File: src/rtl/fifo_rd_packer.sv
// fifo_rd_packer: pops async_fifo read-side entries and packs RATIO of
// them into one valid/ready word; flush emits a keep-masked partial word.
module fifo_rd_packer #(
  parameter int IN_WIDTH  = 8,
  parameter int RATIO     = 4,
  parameter int OUT_WIDTH = IN_WIDTH * RATIO
) (
  input  logic                 rd_clk,
  input  logic                 rst_n,
  output logic                 fifo_rd_en_o,
  input  logic [IN_WIDTH-1:0]  fifo_data_i,
  input  logic                 fifo_valid_i,
  input  logic                 fifo_empty_i,
  input  logic                 flush_i,
  output logic [OUT_WIDTH-1:0] out_data_o,
  output logic [RATIO-1:0]     out_keep_o,
  output logic                 out_last_o,
  output logic                 out_valid_o,
  input  logic                 out_ready_i,
  output logic [15:0]          word_cnt_o
);
  localparam int CW = $clog2(RATIO + 1);
  localparam logic [CW-1:0] FULL = CW'(RATIO);

  typedef enum logic [1:0] {
    FILL,
    HOLD,
    FLUSH_WAIT
  } state_t;

  state_t                         r_state;
  logic [CW-1:0]                  r_byte_cnt;
  logic                           r_inflight;
  logic                           r_flush_pend;
  logic [RATIO-1:0][IN_WIDTH-1:0] r_asm;

  logic [CW-1:0]                  w_sum;
  logic [CW-1:0]                  w_cnt_nxt;
  logic [RATIO-1:0][IN_WIDTH-1:0] w_asm;
  logic                           w_free;
  logic                           w_flush;
  logic                           w_xfer;
  logic                           w_load;
  logic                           w_load_last;
  logic [CW-1:0]                  w_load_cnt;
  logic [RATIO-1:0]               w_keep;
  logic [OUT_WIDTH-1:0]           w_word;
  state_t                         w_state_nxt;
  logic                           w_pend_nxt;

  assign w_sum     = r_byte_cnt + CW'(r_inflight);
  assign w_cnt_nxt = r_byte_cnt + CW'(fifo_valid_i);
  assign w_free    = !out_valid_o || out_ready_i;
  assign w_flush   = flush_i || r_flush_pend;
  assign w_xfer    = out_valid_o && out_ready_i;

  assign fifo_rd_en_o = rst_n && (r_state == FILL)
                      && !fifo_empty_i && !r_flush_pend
                      && (w_sum < FULL);

  // Lane view including the entry landing this cycle
  always_comb begin
    w_asm = r_asm;
    for (int i = 0; i < RATIO; i++) begin
      if (fifo_valid_i && (r_byte_cnt == CW'(i)))
        w_asm[i] = fifo_data_i;
    end
  end

  always_comb begin
    w_load      = 1'b0;
    w_load_last = 1'b0;
    w_load_cnt  = w_cnt_nxt;
    w_state_nxt = r_state;
    w_pend_nxt  = r_flush_pend;
    unique case (r_state)
      FILL: begin
        if (w_cnt_nxt == FULL) begin
          if (w_free) w_load = 1'b1;
          else        w_state_nxt = HOLD;
        end else if (w_flush && r_inflight) begin
          w_state_nxt = FLUSH_WAIT;
          w_pend_nxt  = 1'b0;
        end else if (w_flush && (w_cnt_nxt != '0)) begin
          if (w_free) begin
            w_load      = 1'b1;
            w_load_last = 1'b1;
            w_pend_nxt  = 1'b0;
          end else begin
            w_pend_nxt = 1'b1;
          end
        end else if (w_flush) begin
          w_pend_nxt = 1'b0;
        end
      end
      HOLD: begin
        w_load_cnt = FULL;
        if (out_ready_i) begin
          w_load      = 1'b1;
          w_load_last = r_flush_pend || flush_i;
          w_pend_nxt  = 1'b0;
          w_state_nxt = FILL;
        end else if (flush_i) begin
          w_pend_nxt = 1'b1;
        end
      end
      FLUSH_WAIT: begin
        if ((!r_inflight || fifo_valid_i) && w_free) begin
          w_load      = (w_cnt_nxt != '0);
          w_load_last = 1'b1;
          w_state_nxt = FILL;
        end
      end
      default: w_state_nxt = FILL;
    endcase
  end

  always_comb begin
    w_keep = '0;
    w_word = '0;
    for (int i = 0; i < RATIO; i++) begin
      w_keep[i] = (CW'(i) < w_load_cnt);
      w_word[i*IN_WIDTH +: IN_WIDTH] =
        w_keep[i] ? w_asm[i] : '0;
    end
  end

  always_ff @(posedge rd_clk or negedge rst_n) begin
    if (!rst_n) begin
      r_state      <= FILL;
      r_byte_cnt   <= '0;
      r_inflight   <= 1'b0;
      r_flush_pend <= 1'b0;
      r_asm        <= '0;
      out_data_o   <= '0;
      out_keep_o   <= '0;
      out_last_o   <= 1'b0;
      out_valid_o  <= 1'b0;
      word_cnt_o   <= '0;
    end else begin
      r_state      <= w_state_nxt;
      r_flush_pend <= w_pend_nxt;
      if (fifo_rd_en_o)      r_inflight <= 1'b1;
      else if (fifo_valid_i) r_inflight <= 1'b0;
      if (w_load) begin
        r_byte_cnt  <= '0;
        r_asm       <= '0;
        out_data_o  <= w_word;
        out_keep_o  <= w_keep;
        out_last_o  <= w_load_last;
        out_valid_o <= 1'b1;
      end else begin
        r_byte_cnt <= w_cnt_nxt;
        r_asm      <= w_asm;
        if (out_ready_i) out_valid_o <= 1'b0;
      end
      if (w_xfer) word_cnt_o <= word_cnt_o + 16'd1;
    end
  end

  // Pops stop at RATIO, so no entry can land on a full assembly
  a_no_overrun: assert property (
    @(posedge rd_clk) disable iff (!rst_n)
    !(fifo_valid_i && (r_byte_cnt == FULL))
  );

endmodule

File: config.mk
export PLATFORM = sky130hd
export DESIGN_NAME = fifo_rd_packer
export DESIGN_NICKNAME = d
export VERILOG_FILES = /design/src/rtl/fifo_rd_packer.sv
export SDC_FILE = /design/constraint.sdc
export NUM_CORES = 1
export LEC_CHECK = 0
export CORE_ASPECT_RATIO = 0.75
export CORE_MARGIN = 8
export CORE_UTILIZATION = 45
export DETAILED_ROUTE_END_ITERATION = 6
export GPL_TIMING_DRIVEN = 0
export PLACE_DENSITY = 0.69
export SLEW_MARGIN = 0
export SYNTH_ARGS = -nofsm -noshare
export SYNTH_HDL_FRONTEND = slang
export SYNTH_SLANG_ARGS = --single-unit
export TNS_END_PERCENT = 50
File: constraint.sdc
create_clock -name rd_clk -period 2.8 [get_ports rd_clk]
set_input_delay 0.28 -clock rd_clk [delete_from_list [all_inputs] [get_ports rd_clk]]
set_output_delay 0.28 -clock rd_clk [all_outputs]
set_load 0.1 [all_outputs]
==> results of run 1 <==
-- stage by stage --
step,setup TNS [ps],hold WS [ps],util (%),std cells,setup slack (ps)
after floorplan,0,-15.6,-,335,555
after global placement,-185600,451,55.0,515,-3010
after detailed placement,-30.9,322,55.3,516,-23.7
after CTS,0,469,59.2,533,79.2
after global routing,0,475,59.2,533,16.4
final,0,460,59.2,533,102
-- sequential cells by signal (all words and copies together), names as in the netlist --
name	count
word_cnt_o	16
r_flush_pend	1
out_last_o	1
r_state	2
r_byte_cnt	3
out_valid_o	1
r_inflight	1
out_keep_o	4
r_asm	32
out_data_o	32
-- cell families (layout without fill, tap and decap cells) --
family | Yosys count | count (layout) | share of synthesized area, %
xor gates and xnor gates | 17 | 17 | 3.82
DFF | 93 | 93 | 56.8
buffers and inverters | 27 | 113 | 3.54
adders and majority gates | 3 | 3 | 0.916
and+or+nand+nor | 114 | 114 | 13.3
muxes | 70 | 70 | 19.9
AOI/OAI and AO/OA | 11 | 11 | 1.68
-- repair_timing --
action	in CTS	in global routing
hold endpoints to repair	42	0
resized for setup	0	0
hold buffers	2	0
-- layout make-up --
type                       instances  area (µm²)
clock inverter                     5        75.1
inverter                          13        48.8
multi-input combinational        215        1620
tap                              112         140
sequential                        93        2330
timing repair buffer              71         736
buffer                            14        96.3
fill                             776        3650
clock buffer                      10         239
-- cells in the final DEF, fill, tap and decap left out, types with 5 or more instances in the layout --
cell type	instances
dfrtp_1	93
nor2_1	69
clkdlybuf4s50_1	67
mux2i_1	42
mux2_4	21
inv_1	13
xnor2_1	11
nand2_1	9
clkbuf_16	9
nand3_1	7
mux2_2	7
a21oi_1	7
buf_2	5
buf_4	5
xor2_1	5
nand4_1	5
-- worst max-delay path, stage by stage (launching register included) --
cell and delay [ps]:
dfrtp_1 440, nand3_1 130, xor2_1 150, and3_1 200, clkdlybuf4s50_1 1140
-- synth_stat cells --
cell type,instances
or2_2,2
nor2_1,69
inv_1,13
mux2_2,7
nand2_1,9
o221ai_2,1
nor3b_1,3
nor3_2,2
and2_0,1
nand4_1,5
nand3_1,7
o2111ai_1,1
buf_6,3
mux2i_1,42
nand2b_1,3
o21ai_0,2
dfrtp_1,93
and4_1,3
nand3_4,1
buf_1,1
nand4b_1,1
nor3_1,1
clkbuf_1,1
nor4_2,1
and3_1,3
xnor2_2,1
xor2_1,5
xnor2_1,11
buf_2,5
nor2b_1,2
buf_4,4
a21oi_1,7
mux2_4,21
and2_1,1
ha_1,3
-- layer usage --
metal	GRT usage (%)	vias up	part of all wire [%]
met4	5.81	0	1.4
met1	19.3	1313	48
met5	0	-	0
li1	-	1285	-
met3	4.69	8	4.3
met2	22.6	45	46
-- worst paths after layout --
path / endpoint / cells after the start / startpoint
max: fifo_rd_en_o / 4 / r_byte_cnt[1]$_DFF_PN0_
max reg2reg: out_data_o[19]$_DFFE_PN0P_ / 7 / r_byte_cnt[0]$_DFF_PN0_
min reg2reg: out_keep_o[0]$_DFFE_PN0P_ / 1 / out_keep_o[0]$_DFFE_PN0P_
min: out_keep_o[0]$_DFFE_PN0P_ / 1 / out_keep_o[0]$_DFFE_PN0P_
min in group asynchronous: r_asm[1]$_DFF_PN0_ / 3 / rst_n
max in group asynchronous: out_data_o[18]$_DFFE_PN0P_ / 3 / rst_n
==> results.py, run 1 <==
metrics = {
    "status": {
        "outcome": "complete, no violations",
    },
    "final_layout": {
        "area_delta_synth_final_pct": 29.0,
        "final_area_um2": 5290,
        "drive_above_1_share_pct": 15.7,
        "num_antenna_cells": 0,
        "nNetsFinal": 434,
    },
    "global_route": {
        "grt_pass1_wl_um": 14600,
        "grt_antenna_before_repair": 0,
        "grt_max_degree": 52,
        "gr-total-overflow": 0,
        "grt_pass1_vias": 2832,
        "track_usage_pct": 14.9,
    },
    "setup_path": {
        "startpoint_type": "flop",
        "crit_arrival_ps": 2420,
        "r2r_slack_ps": 300,
        "crit_required_ps": 2520,
        "worst-setup-path-type": "reg2out",
        "crit_path_end_kind": "primary output",
        "crit_fanout": 6,
    },
    "detailed_routing": {
        "drtIter0Drc": 141,
        "wire_per_inst_um": 16.6,
        "firstDrtPassIters": 4,
        "vias": 2651,
        "via_per_inst": 4.97,
        "route.detailed.drc": 0,
        "wl_um": 8850,
        "final_antenna_net_count": 0,
    },
    "yosys": {
        "ys_types": 35,
        "synth_nets": 352,
        "synth_top_cell_by_area": "dfrtp_1",
        "avgSynthCellArea_um2": 12.2,
        "ys_seq_elements": 93,
        "netlist_area_um2": 4100,
        "synth_area_leaders": "dfrtp_1 57%, mux2i_1 10%, mux2_4 7.7%",
        "ys_warn_count": 0,
        "synth_top_cell_area_share_pct": 56.8,
        "seq_area_frac_synth_pct": 56.8,
        "synthCells": 335,
    },
    "floorplan": {
        "pin_count": 69,
        "die_x_um": 126,
        "die_area_um2": 12400,
        "die_h_um": 98.6,
        "core_um2": 8930,
        "rows": 30,
        "start_util_pct": 45.9,
    },
    "timing": {
        "finalCritPeriodShare_pct": 96.4,
        "worstMarginPinSlew_ps": 993,
        "slew_headroom_pct": 33.6,
        "final-hold-violation-count": 0,
        "drv_slew": 0,
        "fin_crit_ps": 2700,
        "setup_viol": 0,
        "clock_skew_ps": 4.18,
        "rsz0062_at_grt": "false",
        "fmax_mhz": 371,
    },
    "cts": {
        "cts_buffers": 9,
        "cts-htree-levels": 3,
        "clk_pin_slew_ps": 60,
        "ctsLongestPathBuffers": 2,
        "clock_latency_ps": 340,
        "cts_tree": "done",
        "clock-sinks": 93,
        "root_buffer": "clkbuf_16",
        "cts_setup_buffers": 0,
    },
    "placement": {
        "post_dp_cell_area_um2": 4940,
        "port_buffers": 68,
        "dp_hpwl_um": 6230,
        "place.gp.congestion": 0.797,
    },
    "min_path": {
        "worstHoldPathType": "reg2reg",
    },
    "flow_run": {
        "drv_cap": 0,
    },
}
Power of run 1 is left out: the tool's default activity adds up to more than one toggle a clock period on the data nets, which glitch-free logic cannot reach.
==> run 2, diff against run 1 <==
==> constraint.sdc (replaced) <==
create_clock -name rd_clk -period 2.8 [get_ports rd_clk]
set_input_delay 0.7 -clock rd_clk [delete_from_list [all_inputs] [get_ports rd_clk]]
set_output_delay 0.7 -clock rd_clk [all_outputs]
set_load 0.1 [all_outputs]
==> results.py, run 2 (same netlist as run 1, synthesis figures left out) <==
metrics = {
    "cts": {
        "clk_pin_slew_ps": 60,
        "clock-sinks": 93,
        "clock_latency_ps": 340,
        "root_buffer": "clkbuf_16",
        "cts_setup_buffers": 0,
        "cts_tree": "done",
        "postCtsHoldBufs": 0,
        "ctsLongestPathBuffers": 2,
        "cts_buffers": 9,
        "cts-htree-levels": 3,
    },
    "final_layout": {
        "area_delta_synth_final_pct": 29.1,
        "num_antenna_cells": 0,
        "drive_above_1_share_pct": 16.7,
        "reg.largest.list": "out_data_o x32, r_asm x32, word_cnt_o x16",
        "final_common_cell": "dfrtp_1",
        "final_cell_mix": "93 x dfrtp_1, 68 x nor2_1, 66 x clkdlybuf4s50_1",
        "nNetsFinal": 432,
    },
    "floorplan": {
        "die_x_um": 126,
        "die_h_um": 98.6,
        "start_util_pct": 45.9,
        "pin_count": 69,
        "rows": 30,
        "core_um2": 8930,
        "die_area_um2": 12400,
    },
    "global_route": {
        "grt_pass1_wl_um": 14400,
        "grt_max_degree": 52,
        "track_usage_pct": 14.7,
        "grt_pass1_vias": 2828,
        "grt_antenna_before_repair": 0,
        "gr-total-overflow": 0,
    },
    "timing": {
        "setup_viol": 0,
        "drv_slew": 0,
        "slew_headroom_pct": 33.6,
        "setup_tns_ps": 0,
        "final-hold-violation-count": 0,
        "fin_crit_ps": 2690,
        "clock_skew_ps": 4.55,
        "finalCritPeriodShare_pct": 96.1,
        "fmax_mhz": 372,
        "worstMarginPinSlew_ps": 993,
        "rsz0062_at_grt": "false",
    },
    "detailed_routing": {
        "wire_per_inst_um": 16.5,
        "via_per_inst": 4.94,
        "vias": 2625,
        "wl_um": 8780,
        "route.detailed.drc": 0,
        "firstDrtPassIters": 4,
        "final_antenna_net_count": 0,
        "drtIter0Drc": 130,
    },
    "setup_path": {
        "crit_arrival_ps": 2910,
        "crit_required_ps": 3020,
        "startpoint_type": "primary input",
        "crit_path_end_kind": "flop",
        "worst-setup-path-type": "in2reg",
        "crit_fanout": 10,
        "r2r_cells": 7,
    },
    "min_path": {
        "worstHoldPathType": "in2async",
    },
    "status": {
        "outcome": "complete, no violations",
    },
    "placement": {
        "dp_hpwl_um": 6230,
        "place.gp.congestion": 0.797,
        "port_buffers": 68,
    },
    "flow_run": {
        "drv_cap": 0,
    },
}
-- run 2: changes by cell type in the layout (fill, tap and decap cells not counted), sizes merged --
cell,previous run,this run
dlygate4sd3,1,0
clkdlybuf4s50,67,66
-- run 2: per-layer routing --
layer  track usage (%)  part of all wire (%)  vias up
li1                  -                     -     1279
met1              19.2                    48     1290
met2              22.2                    46       48
met3              4.69                   4.6        8
met4              5.81                   1.4        0
met5                 0                     0        -
-- run 2: final cells by class --
cell class                      instances  area, µm²
Clock inverter                          5       75.1
Inverter                               13       48.8
Fill cell                             777       3650
Clock buffer                           10        239
Multi-Input combinational cell        215       1660
Sequential cell                        93       2330
Tap cell                              112        140
Buffer                                 14       96.3
Timing Repair Buffer                   69        704
-- run 2: final timing paths --
path                                               to  slack, ps                      start
setup / recovery           out_data_o[20]$_DFFE_PN0P_        110               fifo_valid_i
setup reg to reg           out_data_o[20]$_DFFE_PN0P_        540    r_byte_cnt[0]$_DFF_PN0_
hold / removal                     r_asm[3]$_DFF_PN0_        280                      rst_n
max in group asynchronous  out_data_o[18]$_DFFE_PN0P_       1940                      rst_n
hold reg to reg             out_keep_o[0]$_DFFE_PN0P_        460  out_keep_o[0]$_DFFE_PN0P_
min in group rd_clk         out_keep_o[0]$_DFFE_PN0P_        460  out_keep_o[0]$_DFFE_PN0P_
-- run 2: worst max-delay path: stages --
cell and delay [ps]:
clkdlybuf4s50_1 550, ha_1 180, ha_2 320, nor3_4 260, o221ai_2 180, nand3_4 200, buf_6 200, mux2_4 320
-- run 2: timing repair --
item | in CTS | in global routing
resized for setup | 5 | 7
gates cloned | 0 | 0
endpoints found under the setup margin | 22 | 58
pin swaps | 1 | 1
-- run 2: metrics by stage --
step / setup slack [ps] / instances / util [%] / hold WS [ps] / cell area [µm²]
floorplan: 390 / 335 / - / 404 / 4100
global placement: -3850 / 515 / 55.0 / 451 / 4920
detailed placement: -708 / 516 / 55.3 / 455 / 4940
CTS: 0.260 / 531 / 58.9 / 288 / 5270
global route: 9.37 / 531 / 59.2 / 300 / 5290
finish: 108 / 531 / 59.2 / 282 / 5290
Power of run 2 is left out for the same reason.
